<file path="src/rtl/systolic_pkg.sv">
// Shared types and constants for the 3x3 systolic array sequencer.
package systolic_pkg;

  localparam int unsigned ARR_DIM  = 3;
  localparam int unsigned FEED_LEN = 2 * ARR_DIM - 1;
  localparam int unsigned BUF_N    = ARR_DIM * ARR_DIM;
  localparam int unsigned ADDR_W   = 4;
  localparam int unsigned T_W      = 3;

  typedef enum logic [2:0] {
    ST_IDLE,
    ST_CLEAR,
    ST_FEED,
    ST_DRAIN,
    ST_DONE
  } state_t;

endpackage

</file>
<file path="src/rtl/systolic_skew_buf.sv">
// A/B operand buffers with write port and the diagonal skew mux feeding the array edges.
module systolic_skew_buf
  import systolic_pkg::*;
#(
  parameter int unsigned data_size = 32
) (
  input  logic                 clk,
  input  logic                 rst,
  input  logic                 busy,
  input  logic                 ld_en,
  input  logic                 ld_sel,
  input  logic [ADDR_W-1:0]    ld_addr,
  input  logic [data_size-1:0] ld_data,
  input  logic                 feed_en,
  input  logic [T_W-1:0]       t,
  output logic [data_size-1:0] a1,
  output logic [data_size-1:0] a2,
  output logic [data_size-1:0] a3,
  output logic [data_size-1:0] b1,
  output logic [data_size-1:0] b2,
  output logic [data_size-1:0] b3
);

  logic [data_size-1:0] a_buf [BUF_N];
  logic [data_size-1:0] b_buf [BUF_N];
  logic [data_size-1:0] a_nxt [ARR_DIM];
  logic [data_size-1:0] b_nxt [ARR_DIM];
  logic [data_size-1:0] a_q   [ARR_DIM];
  logic [data_size-1:0] b_q   [ARR_DIM];
  logic                 wr_ok;

  assign wr_ok = ld_en && !busy && (ld_addr < ADDR_W'(BUF_N));

  always_ff @(posedge clk) begin
    if (rst) begin
      for (int n = 0; n < int'(BUF_N); n++) begin
        a_buf[n] <= '0;
        b_buf[n] <= '0;
      end
    end else if (wr_ok) begin
      if (ld_sel) b_buf[ld_addr] <= ld_data;
      else        a_buf[ld_addr] <= ld_data;
    end
  end

  // Row i sees A[i][t-i], column j sees B[t-j][j]; out-of-window slots feed zero.
  always_comb begin
    for (int i = 0; i < int'(ARR_DIM); i++) begin
      a_nxt[i] = '0;
      b_nxt[i] = '0;
      for (int k = 0; k < int'(ARR_DIM); k++) begin
        if (int'(t) == i + k) begin
          a_nxt[i] = a_buf[int'(ARR_DIM) * i + k];
          b_nxt[i] = b_buf[int'(ARR_DIM) * k + i];
        end
      end
    end
  end

  always_ff @(posedge clk) begin
    for (int i = 0; i < int'(ARR_DIM); i++) begin
      if (rst || !feed_en) begin
        a_q[i] <= '0;
        b_q[i] <= '0;
      end else begin
        a_q[i] <= a_nxt[i];
        b_q[i] <= b_nxt[i];
      end
    end
  end

  assign a1 = a_q[0];
  assign a2 = a_q[1];
  assign a3 = a_q[2];
  assign b1 = b_q[0];
  assign b2 = b_q[1];
  assign b3 = b_q[2];

endmodule

</file>
<file path="src/rtl/systolic_ctrl.sv">
// Sequencer for the 3x3 output-stationary MAC array: clear, skewed feed, drain, done.
module systolic_ctrl
  import systolic_pkg::*;
#(
  parameter int unsigned data_size = 32,
  parameter int unsigned DRAIN_CYC = 4
) (
  input  logic                 clk,
  input  logic                 rst,
  input  logic                 ld_en,
  input  logic                 ld_sel,
  input  logic [ADDR_W-1:0]    ld_addr,
  input  logic [data_size-1:0] ld_data,
  input  logic                 start,
  output logic                 busy,
  output logic                 done,
  output logic                 arr_rst,
  output logic [data_size-1:0] a1,
  output logic [data_size-1:0] a2,
  output logic [data_size-1:0] a3,
  output logic [data_size-1:0] b1,
  output logic [data_size-1:0] b2,
  output logic [data_size-1:0] b3
);

  localparam int unsigned DRAIN_W = (DRAIN_CYC > 1) ? $clog2(DRAIN_CYC) : 1;

  state_t             state_q, state_d;
  logic [T_W-1:0]     t_q, t_d;
  logic [DRAIN_W-1:0] drain_q, drain_d;
  logic               busy_d, done_d, feed_d;

  always_ff @(posedge clk) begin
    if (rst) begin
      state_q <= ST_IDLE;
      t_q     <= '0;
      drain_q <= '0;
      busy    <= 1'b0;
      done    <= 1'b0;
    end else begin
      state_q <= state_d;
      t_q     <= t_d;
      drain_q <= drain_d;
      busy    <= busy_d;
      done    <= done_d;
    end
  end

  always_comb begin
    state_d = state_q;
    t_d     = t_q;
    drain_d = drain_q;
    case (state_q)
      ST_IDLE:  if (start) state_d = ST_CLEAR;
      ST_CLEAR: begin
        state_d = ST_FEED;
        t_d     = '0;
      end
      ST_FEED: begin
        if (t_q == T_W'(FEED_LEN - 1)) begin
          state_d = ST_DRAIN;
          drain_d = '0;
        end else begin
          t_d = t_q + T_W'(1);
        end
      end
      ST_DRAIN: begin
        if (drain_q == DRAIN_W'(DRAIN_CYC - 1)) state_d = ST_DONE;
        else                                    drain_d = drain_q + DRAIN_W'(1);
      end
      ST_DONE:  state_d = start ? ST_CLEAR : ST_IDLE;
      default:  state_d = ST_IDLE;
    endcase
    // Registered flags track the state being entered so they line up with it.
    busy_d = (state_d == ST_CLEAR) || (state_d == ST_FEED) || (state_d == ST_DRAIN);
    done_d = (state_d == ST_DONE);
    feed_d = (state_d == ST_FEED);
  end

  assign arr_rst = rst || (state_q == ST_CLEAR);

  systolic_skew_buf #(
    .data_size (data_size)
  ) u_skew_buf (
    .clk     (clk),
    .rst     (rst),
    .busy    (busy),
    .ld_en   (ld_en),
    .ld_sel  (ld_sel),
    .ld_addr (ld_addr),
    .ld_data (ld_data),
    .feed_en (feed_d),
    .t       (t_d),
    .a1      (a1),
    .a2      (a2),
    .a3      (a3),
    .b1      (b1),
    .b2      (b2),
    .b3      (b3)
  );

endmodule

</file>
<file path="config.mk">
export PLATFORM = sky130hd
export DESIGN_NAME = systolic_ctrl
export DESIGN_NICKNAME = d
export VERILOG_FILES = /design/src/rtl/systolic_pkg.sv /design/src/rtl/systolic_skew_buf.sv /design/src/rtl/systolic_ctrl.sv
export SDC_FILE = /design/constraint.sdc
export NUM_CORES = 1
export LEC_CHECK = 0
export ABC_CLOCK_PERIOD_IN_PS = 6500
export BUFFER_PORTS_ARGS = -buffer_cell sky130_fd_sc_hd__buf_4
export CAP_MARGIN = 20
export CORE_MARGIN = 3
export CORE_UTILIZATION = 67
export CTS_BUF_LIST = sky130_fd_sc_hd__clkbuf_8
export CTS_CLUSTER_SIZE = 24
export DETAILED_ROUTE_END_ITERATION = 8
export GPL_TIMING_DRIVEN = 1
export PLACE_DENSITY = 0.87
export SLEW_MARGIN = 20
export SYNTH_ARGS = -nofsm -noshare
export SYNTH_HDL_FRONTEND = slang
export SYNTH_SLANG_ARGS = --single-unit
</file>
<file path="constraint.sdc">
create_clock -name clk -period 6.5 [get_ports clk]
set_clock_uncertainty 0.2 [all_clocks]
set_input_delay 0.65 -clock clk [delete_from_list [all_inputs] [get_ports clk]]
set_output_delay 0.65 -clock clk [all_outputs]
set_load 0.01 [all_outputs]
</file>
==> impl_results.md <==
- Core footprint: 0.0459 mm²
- GPL Wtd Cong: 0.870
- Cts bufs inserted: 116
- Setup violations, final: 0
- Vias in the first global route: 21,100
- Crit path buf inv count: 3
- Clock Latency Late Sink: 0.69 ns
- DP Wirelength: 45,800 µm
- Setup TNS: 0 ns
- Post-DRT Antenna Nets: 0
- Synth warn: 0
- Vias: 21,200
- I/O Pins: 236
- Most crowded layer after global routing: met2
- Post_cts resized: 0
- Reg2Reg Setup Slack: 2.31 ns
- Yosys cell types: 44
- Worst-Margin Slew: 1.07 ns
- GRT Total Usage: 32.6%
- Final core area utilization: 77.3%
- P&R area growth vs syn: 12.7%
- Grt ovf: 0
- Share of post-route cells with drive strength above 1: 19.8%
- CP Class: flip-flop to flip-flop
- Worst setup EP type: flip-flop
- Max Slew Vio Count: 0
- Antenna Cells: 0
- Most used cell, CP: buf_4
- Startpoint types: flip-flop
- Initial Util: 68.6%
- Period Utilization, post-route: 64.5%
- Site row count: 78
- Static leakage: 12.9 nW
- Max FO, Critical Path: 65
- Slew HR: 29.0%
- Post-DR wirelength/cell: 24.8 µm
- RSZ-0062 raised after global routing: no
- GR Layer Usage met1: 43.4%
- Fin. Hold Viols: 0
- #FFs+latches synth: 778
- CTS tree: done
- Overall die area: 0.0496 mm²
- Top post-synthesis cells by area: edfxtp_1 (55%), dfxtp_1 (13%), and2_1 (11%), nor4_2 (3.3%), nor3_1 (3.1%)
- Height of the chip: 223 µm
- Drt initial violations: 2,628
- Status: completed
- Mapped Area: 0.0315 mm²
- Switching power: 2.42 mW
- Non-Filler Instances: 3,311
- Buffers on Ports: 235
- DR pass1 iterations: 6
- Cts-stage hold buffer count: 0
- Combinational share of power: 7.0%
- Mapped Avg Cell Area: 12.7 µm²
- Int Power: 7.61 mW
- CTS Buffer Depth: 3
- Asr flop ratio synth: 0%
- DRC: 0
- HP Class: input pin to flip-flop
- Nets: 2,657
- Buffers inserted by post-CTS timing repair: 0
- Via density: 6.40
- GR Util met3: 7.31%
- H-tree levels: 3
- Largest net degree at the start of global routing: 187
- Clock power share: 37.5%
- Worst EP required: 6.86 ns
- F_max: 238 MHz
- Pwr/cell area: 283 mW/mm²
- CP Cell Sequence: inv_1 > ha_1 > and3b_1 > o21ai_1 > and3_2 > buf_4 > nand2_4 > buf_4 > nor4_1
- CP Data Arrival Time: 4.56 ns
- Crit-path max cell delay: 0.73 ns
- Global-route wire length before repair: 124,000 µm
- Max-Cap Viols: 0
- Initial antenna violation count: 5
- Primary FF master, synth: edfxtp_1
- Largest area contributor in the netlist: edfxtp_1
- Crit-path slowest cell: nand2_4
- Cell count after synthesis: 2,478
- Register clock-pin slew on the reported worst setup and hold paths: 0.07 ns
- Synth Net Count: 2,522
- Routed WL: 82,200 µm
- Chip Width: 223 µm
- CP delay by family, top: simple AND/OR/NAND/NOR gates
- Final Critical Period: 4.19 ns
- Placed cells: 3,095
- Most frequent cells in the layout: and2_1 (576), edfxtp_1 (576), buf_4 (262)
- Sequential power share: 55.5%
- Yosys top cell area share: 55.0%
- CTS Root Cell: clkbuf_8
- Switching Fraction: 24.1%
- M2 GR Usage: 51.8%
- EDFF count, synth: 576
- Sequential-to-total area share from yosys stat: 67.8%
- VDD IR-drop max: 229 µV
- Clock sinks: 778
path summary, 6_finish.rpt:
path	startpoint	to	cells past startpoint
setup reg to reg	t_q[0]$_SDFF_PP0_	u_skew_buf.b_q[0][11]$_SDFF_PP0_	9
hold / removal	start	busy$_SDFF_PP0_	2
setup / recovery	t_q[0]$_SDFF_PP0_	u_skew_buf.b_q[0][11]$_SDFF_PP0_	9
hold reg to reg	u_skew_buf.a_buf[3][7]$_SDFFCE_PN0P_	u_skew_buf.a_q[1][7]$_SDFF_PP0_	2
Yosys cell counts, types with 2 or more instances:
master and number:
a21oi_1 134, a31oi_1 64, and2_1 577, and3_1 3, and3b_1 2, buf_1 5
buf_2 66, buf_4 6, buf_6 10, clkbuf_1 159, dfxtp_1 202, edfxtp_1 576
ha_1 3, inv_1 2, nand2_1 12, nand2_2 2, nand2b_1 3, nand3_1 132
nor2_1 88, nor2b_1 3, nor3_1 195, nor3b_1 2, nor3b_2 2, nor4_1 47
nor4_2 82, o41ai_1 64, or2_1 2, or2_2 19
state kept, by name (all words and copies together) (netlist names), 2 cells and up:
signal / cells
u_skew_buf.b_q: 96
state_q: 3
drain_q: 2
u_skew_buf.a_q: 96
u_skew_buf.a_buf: 288
u_skew_buf.b_buf: 288
t_q: 3
final cells by class:
| type | instances | area, µm² |
|---|---|---|
| sequential | 778 | 21300 |
| fill | 2652 | 10400 |
| multi-input combinational | 1451 | 9110 |
| timing repair buffer | 264 | 2010 |
| clock buffer | 140 | 1930 |
| tap | 600 | 751 |
| clock inverter | 76 | 305 |
| inverter | 2 | 7.51 |
power groups by stage:
stage | Sequential, mW | Clock [mW] | Combinational (mW)
4_1_cts | 5.56 | 3.76 | 0.693
3_3_place_gp | 5.65 | 0 | 0.663
3_5_place_dp | 5.66 | 0 | 0.689
2_1_floorplan | 5.65 | 0 | 0.430
6_report | 5.56 | 3.76 | 0.704
5_1_grt | 5.57 | 4.00 | 0.746
metal layers:
layer  vias up  share of wire (%)
li1       9250                  -
met1     10300                 36
met2      1429                 47
met3       226                 12
met4         6                4.6
met5         -              0.058
logic make-up (layout without fill, tap and decap cells):
logic type,count (synthesis),in the layout,share of synthesized area (%)
flops,778,778,67.8
buf+inv,249,482,3.55
fa+ha+maj,3,3,0.119
compound gates,271,271,5.47
simple gates,1176,1176,23.0
mux,1,1,0.0318
metrics by stage:
stage               hold slack [ns]  setup WS, ns  power [mW]  instance area [µm²]
floorplan                     0.236          3.77        6.08                31500
global placement              0.245          2.57        6.31                33200
detailed placement            0.302          2.38        6.35                33200
CTS                          0.0367          2.35        10.0                35400
global route                 0.0734          2.08        10.3                35400
finish                       0.0719          2.31        10.0                35400
Power figures use the tool's default switching activity.
